--- src/rtl/ras_ctrl_if.sv ---
// Fetch-side handshake between the decode stream and ras_ctrl: instruction
// offer/accept, in-order branch resolution and the return-address prediction.
interface ras_ctrl_if #(
    parameter int WIDTH = 32
);
    logic             fetch_valid;
    logic             fetch_ready;
    logic             is_call;
    logic             is_ret;
    logic             is_cond;
    logic             is_rvc;
    logic [WIDTH-1:0] pc;
    logic             resolve_valid;
    logic             resolve_mispredict;
    logic             pred_valid;
    logic [WIDTH-1:0] pred_target;
    logic             pred_none;

    modport master (
        output fetch_valid, is_call, is_ret, is_cond, is_rvc, pc,
               resolve_valid, resolve_mispredict,
        input  fetch_ready, pred_valid, pred_target, pred_none
    );

    modport slave (
        input  fetch_valid, is_call, is_ret, is_cond, is_rvc, pc,
               resolve_valid, resolve_mispredict,
        output fetch_ready, pred_valid, pred_target, pred_none
    );
endinterface

--- src/rtl/ras_ctrl.sv ---
// Speculation/sequencing controller in front of the return address stack.
// Optional RAS_CTRL_STATS_EN adds saturating ret/pred_none/mispredict counters.
module ras_ctrl #(
    parameter int WIDTH          = 32,
    parameter int MAXBRANCHES    = 16,
    parameter int BRANCHES_ADDR  = 4,
    parameter int RECOVER_CYCLES = 2
) (
    input  logic             clk,
    input  logic             rst_n,
    ras_ctrl_if.slave        fe,
    output logic             ras_push,
    output logic             ras_pop,
    output logic             ras_branch,
    output logic             ras_close_valid,
    output logic             ras_close_invalid,
    output logic [WIDTH-1:0] ras_din,
    input  logic [WIDTH-1:0] ras_dout,
    input  logic             ras_empty
`ifdef RAS_CTRL_STATS_EN
    ,
    output logic [15:0]      stat_ret,
    output logic [15:0]      stat_none,
    output logic [15:0]      stat_mispredict
`endif
);
    localparam int REC_W = (RECOVER_CYCLES > 1) ? $clog2(RECOVER_CYCLES) : 1;
    localparam logic [BRANCHES_ADDR:0] CNT_ONE  = 1;
    localparam logic [BRANCHES_ADDR:0] CNT_FULL = MAXBRANCHES;

    typedef enum logic {RUN, RECOVER} state_t;

    state_t                 state;
    logic [BRANCHES_ADDR:0] outstanding;
    logic [REC_W-1:0]       rec_cnt;
    logic                   bypass_valid;
    logic [WIDTH-1:0]       last_din;
    logic                   pred_use_dout;
    logic [WIDTH-1:0]       pred_byp;

    logic run, resolve_live, mispredict, correct, full, accept, ret_acc, bypass_hit;

    // rst_n gates everything so strobes are quiet for the whole reset assertion.
    assign run          = rst_n && (state == RUN);
    assign resolve_live = run && fe.resolve_valid && (outstanding != '0);
    assign mispredict   = resolve_live && fe.resolve_mispredict;
    assign correct      = resolve_live && !fe.resolve_mispredict;
    assign full         = (outstanding == CNT_FULL);
    assign fe.fetch_ready = run && !mispredict && !(fe.is_cond && full && !correct);
    assign accept       = fe.fetch_valid && fe.fetch_ready;
    assign ret_acc      = accept && fe.is_ret;
    // Call+ret in one cycle reads the old top from the ras, so no bypass.
    assign bypass_hit   = bypass_valid && !fe.is_call;

    assign ras_push          = accept && fe.is_call;
    assign ras_pop           = ret_acc && !ras_empty;
    assign ras_branch        = accept && fe.is_cond;
    assign ras_close_valid   = correct;
    assign ras_close_invalid = mispredict;
    assign ras_din           = fe.pc + (fe.is_rvc ? WIDTH'(2) : WIDTH'(4));

    assign fe.pred_target = pred_use_dout ? ras_dout : pred_byp;

    always_ff @(posedge clk or negedge rst_n) begin
        if (!rst_n) begin
            state         <= RUN;
            outstanding   <= '0;
            rec_cnt       <= '0;
            bypass_valid  <= 1'b0;
            last_din      <= '0;
            fe.pred_valid <= 1'b0;
            fe.pred_none  <= 1'b0;
            pred_use_dout <= 1'b0;
            pred_byp      <= '0;
`ifdef RAS_CTRL_STATS_EN
            stat_ret        <= '0;
            stat_none       <= '0;
            stat_mispredict <= '0;
`endif
        end else begin
            case (state)
                RUN: begin
                    if (mispredict) begin
                        outstanding <= '0;
                        rec_cnt     <= REC_W'(RECOVER_CYCLES - 1);
                        state       <= RECOVER;
                    end else begin
                        case ({ras_branch, ras_close_valid})
                            2'b10:   outstanding <= outstanding + CNT_ONE;
                            2'b01:   outstanding <= outstanding - CNT_ONE;
                            default: outstanding <= outstanding;
                        endcase
                    end
                end
                RECOVER: begin
                    if (rec_cnt == '0) state <= RUN;
                    else               rec_cnt <= rec_cnt - 1'b1;
                end
                default: state <= RUN;
            endcase

            bypass_valid  <= accept && fe.is_call && !fe.is_ret;
            if (ras_push) last_din <= ras_din;

            fe.pred_valid <= ret_acc;
            fe.pred_none  <= ret_acc && !bypass_hit && ras_empty;
            pred_use_dout <= ret_acc && !bypass_hit && !ras_empty;
            pred_byp      <= (ret_acc && bypass_hit) ? last_din : '0;

`ifdef RAS_CTRL_STATS_EN
            if (ret_acc && stat_ret != '1) stat_ret <= stat_ret + 1'b1;
            if (ret_acc && !bypass_hit && ras_empty && stat_none != '1)
                stat_none <= stat_none + 1'b1;
            if (mispredict && stat_mispredict != '1)
                stat_mispredict <= stat_mispredict + 1'b1;
`endif
        end
    end
endmodule
--- src/flat_wrapper.sv ---
// flat-port wrapper written by rule: the top's interface ports become plain ports
module ras_ctrl_flat 
#(
    parameter int WIDTH          = 32,
    parameter int MAXBRANCHES    = 16,
    parameter int BRANCHES_ADDR  = 4,
    parameter int RECOVER_CYCLES = 2
)
  (clk, rst_n, ras_push, ras_pop, ras_branch, ras_close_valid, ras_close_invalid, ras_din, ras_dout, ras_empty, fe_fetch_valid, fe_is_call, fe_is_ret, fe_is_cond, fe_is_rvc, fe_pc, fe_resolve_valid, fe_resolve_mispredict, fe_fetch_ready, fe_pred_valid, fe_pred_target, fe_pred_none);
  ras_ctrl_if #(.WIDTH(WIDTH)) fe_i ();
  input  logic clk;
  input  logic rst_n;
  output logic ras_push;
  output logic ras_pop;
  output logic ras_branch;
  output logic ras_close_valid;
  output logic ras_close_invalid;
  output logic [WIDTH-1:0] ras_din;
  input  logic [WIDTH-1:0] ras_dout;
  input  logic ras_empty;
  input wire logic [$bits(fe_i.fetch_valid)-1:0] fe_fetch_valid;
  input wire logic [$bits(fe_i.is_call)-1:0] fe_is_call;
  input wire logic [$bits(fe_i.is_ret)-1:0] fe_is_ret;
  input wire logic [$bits(fe_i.is_cond)-1:0] fe_is_cond;
  input wire logic [$bits(fe_i.is_rvc)-1:0] fe_is_rvc;
  input wire logic [$bits(fe_i.pc)-1:0] fe_pc;
  input wire logic [$bits(fe_i.resolve_valid)-1:0] fe_resolve_valid;
  input wire logic [$bits(fe_i.resolve_mispredict)-1:0] fe_resolve_mispredict;
  output wire logic [$bits(fe_i.fetch_ready)-1:0] fe_fetch_ready;
  output wire logic [$bits(fe_i.pred_valid)-1:0] fe_pred_valid;
  output wire logic [$bits(fe_i.pred_target)-1:0] fe_pred_target;
  output wire logic [$bits(fe_i.pred_none)-1:0] fe_pred_none;
  assign fe_i.fetch_valid = fe_fetch_valid;
  assign fe_i.is_call = fe_is_call;
  assign fe_i.is_ret = fe_is_ret;
  assign fe_i.is_cond = fe_is_cond;
  assign fe_i.is_rvc = fe_is_rvc;
  assign fe_i.pc = fe_pc;
  assign fe_i.resolve_valid = fe_resolve_valid;
  assign fe_i.resolve_mispredict = fe_resolve_mispredict;
  assign fe_fetch_ready = fe_i.fetch_ready;
  assign fe_pred_valid = fe_i.pred_valid;
  assign fe_pred_target = fe_i.pred_target;
  assign fe_pred_none = fe_i.pred_none;
  ras_ctrl #(.WIDTH(WIDTH), .MAXBRANCHES(MAXBRANCHES), .BRANCHES_ADDR(BRANCHES_ADDR), .RECOVER_CYCLES(RECOVER_CYCLES)) u_core (.clk(clk), .rst_n(rst_n), .fe(fe_i), .ras_push(ras_push), .ras_pop(ras_pop), .ras_branch(ras_branch), .ras_close_valid(ras_close_valid), .ras_close_invalid(ras_close_invalid), .ras_din(ras_din), .ras_dout(ras_dout), .ras_empty(ras_empty));
endmodule
--- config.mk ---
export PLATFORM = sky130hd
export DESIGN_NAME = ras_ctrl_flat
export DESIGN_NICKNAME = d
export VERILOG_FILES = /design/src/rtl/ras_ctrl_if.sv /design/src/rtl/ras_ctrl.sv /design/src/flat_wrapper.sv
export SDC_FILE = /design/constraint.sdc
export NUM_CORES = 1
export LEC_CHECK = 0
export CORE_MARGIN = 3
export CORE_UTILIZATION = 35
export DETAILED_ROUTE_END_ITERATION = 12
export GPL_TIMING_DRIVEN = 0
export PLACE_DENSITY = 0.66
export SYNTH_ARGS = -nofsm -noshare
export SYNTH_HDL_FRONTEND = slang
export SYNTH_SLANG_ARGS = --single-unit
--- constraint.sdc ---
create_clock -name clk -period 6 [get_ports clk]
set_input_delay 0.9 -clock clk [delete_from_list [all_inputs] [get_ports clk]]
set_output_delay 0.9 -clock clk [all_outputs]
set_load 0.1 [all_outputs]
==> out/summary.txt <==
Status -> completed
DRT antenna net count -> 0
Slew @ Worst Pin -> 1.011 ns
Final-report max-slew violation count -> 0
DR iter-0 viols -> 72
Flop2flop setup slack -> 2.71 ns
Clk_skew -> 0.006207 ns
CTS Hold Buffers Added -> 0
Reg area -> 1877 µm²
Via/cell ratio -> 4.840
Port Buffers -> 145
Die Ht -> 111.5 µm
Fmax -> 0.1849 GHz
Most common cell after layout, fill and taps aside -> clkdlybuf4s50_1
Worst Setup SP -> fe_is_rvc
GR peak layer -> met2
DRC -> 0
Synth Area in Simple Gates -> 18.16%
Vias in the first global route -> 3209
Main combinational cell family by area after synthesis -> simple AND/OR/NAND/NOR gates
Vias -> 3093
First-pass GRT wire length -> 16800 µm
Sink Count -> 75
Int Power -> 1096 µW
Ports -> 146
P&R area growth vs syn -> 47.81%
Register area share after synthesis -> 48.20%
GR Layer Usage met2 -> 28.07%
Worst EP required -> 5.10 ns
Synth Net Count -> 424
Worst-Skew Late Latency -> 0.34 ns
Post-CTS Repair Setup Buffers -> 0
CP Capture Type -> primary output
Multi-input gate area -> 1886 µm²
Core area -> 10560 µm²
Syn Inst Count -> 342
Synth Register Bits -> 75
Distinct cells, synth -> 41
Crit share post-route -> 90.13%
GR Util met3 -> 3.804%
Drt total wl -> 10220 µm
HPWL after detailed placement -> 8007 µm
Total GRT Usage -> 16.87%
CTS Buffer Depth -> 2
Biggest registers after layout -> u_core.last_din x32, u_core.pred_byp x32, u_core.outstanding x5
Worst hold slack -> 0.4695 ns
Synth Flop Type -> dfrtp_1
Largest net degree at the start of global routing -> 49
Final setup vio count -> 0
Fin nets -> 581
Starting density of the core -> 36.89%
Yosys warns -> 0
Final core occ -> 54.53%
PwrDens -> 291.0 nW/µm²
Xor/xnor share of the synthesized area -> 7.198%
Avg WL per Cell -> 15.99 µm
Antenna violations before repair -> 0
CTS Buf Count -> 9
Post-synthesis adder-cell area fraction -> 2.956%
VDD IR-drop max -> 141.7 µV
Crit path arrival time -> 4.51 ns
Kind of critical path -> primary input to primary output
Slew headroom -> 32.39%
Worst r2r dst -> u_core.outstanding[4]
Post-synth EDFFs -> 0
RSZ-0062 raised after global routing -> no
N_diodes -> 0
Clk pwr share -> 25.3%
Initial DRT Pass Iterations -> 4
Commonest non-fill, non-tap cells in the layout -> clkdlybuf4s50_1, dfrtp_1, mux2_2
Critical R2R Launch -> u_core.outstanding[0]
Cell Area, Synth -> 3894 µm²
Max Cap Viol -> 0
Net Sw Power -> 579.0 µW
Routability cong. -> 0.8145
LEAKAGE -> 0.002523 µW
Switching part of the total power -> 34.57%
Critical Path Start Type -> primary input
M1 GR Usage -> 21.33%
Fin crit period -> 5.408 ns
Grt ovf -> 0
Comb pwr share -> 33.5%
Worst-path clk slew -> 0.08 ns
Fillers -> 939
Die footprint -> 12430 µm²
Crit Path Max Fanout -> 6
Design area -> 5756 µm²
Placed cell area -> 5540 µm²
Flop pwr share -> 41.1%
Hold Path Class -> primary input to async pin
Post-synthesis compound-gate area fraction -> 2.378%
Mux cell area share after synthesis -> 17.74%
H-tree depth -> 3
Synth async-reset ratio -> 100.0%
Sum Neg Setup Slack -> 0 ns
R2R cell count -> 11
CTS root buffer -> clkbuf_8
Fin. Hold Viols -> 0
Die width -> 111.5 µm
Syn avg cell area -> 11.39 µm²
PostCTS Resize Cnt -> 0
# rows -> 37
Share of cells above drive strength 1 -> 18.49%
TritonCTS clock tree -> built
## through the flow
stage,setup slack [ns],power [µW],instances
after floorplan,0.8363,1089,342
after global placement,-1.387,1244,623
after detailed placement,0.6513,1265,624
after CTS,0.6132,1694,639
after global routing,0.4070,1772,639
final,0.5922,1675,639
## cells by family (layout without fill, tap and decap cells)
logic type | Yosys count | count (layout)
fa+ha+maj | 8 | 8
buf+inv | 27 | 188
xor+xnor | 32 | 32
simple gates | 124 | 124
flops | 75 | 75
compound gates | 15 | 15
mux | 61 | 61
## per-layer routing
layer | vias to the layer above | routed length [µm]
li1 | 1489 | -
met1 | 1482 | 4416
met2 | 104 | 5008
met3 | 18 | 537
met4 | 0 | 255
met5 | - | 0
## worst max path at each step
stage                     cells past startpoint  slack, ns                    end
after detailed placement                      8       0.65            ras_din[15]
after CTS                                     8       0.61            ras_din[29]
after global placement                        4      -1.39      ras_close_invalid
final                                         8       0.59            ras_din[15]
after floorplan                              10       0.84  u_core.outstanding[4]
after global routing                          8       0.41            ras_din[23]
## synthesized netlist by cell type (5+ instances only)
library cell	instances	area share (%)
dfrtp_1	75	48
mux2_2	59	17
and2_1	34	5.5
nand2_1	23	2.2
xnor2_1	19	4.3
inv_1	14	1.3
xor2_1	13	2.9
nand3_1	12	1.5
nor2_1	11	1.1
and3_1	9	1.4
nand4_1	9	1.4
a21oi_1	7	0.90
ha_1	6	1.9
nor3_1	6	0.77
nor4_1	5	0.80
## power by group through the flow
stage	Clock [µW]	Combinational [µW]	Sequential, µW
floorplan	0	403	686
detailed placement	0	565	700
finish	424	562	689
CTS	436	568	690
global placement	0	550	694
global route	458	607	707
## cell type report
cell class              instances  area share (%)
flip-flops and latches         75           32.61
clock inverters                 5           1.348
inverters                      15          0.9783
clock buffers                  10           2.391
well taps                     136           2.957
multi-input cells             240           32.76
plain buffers                  12           1.304
repair buffers                146           25.65
## critical path, cell delays in order
cell and delay [ns]:
clkdlybuf4s50_1 0.49, ha_1 0.20, fa_1 0.24, nand4_1 0.25, nor3_1 0.79, and3_1 0.27, xor2_1 0.19, clkdlybuf4s50_1 1.17
(Power assumes the default switching activity.)
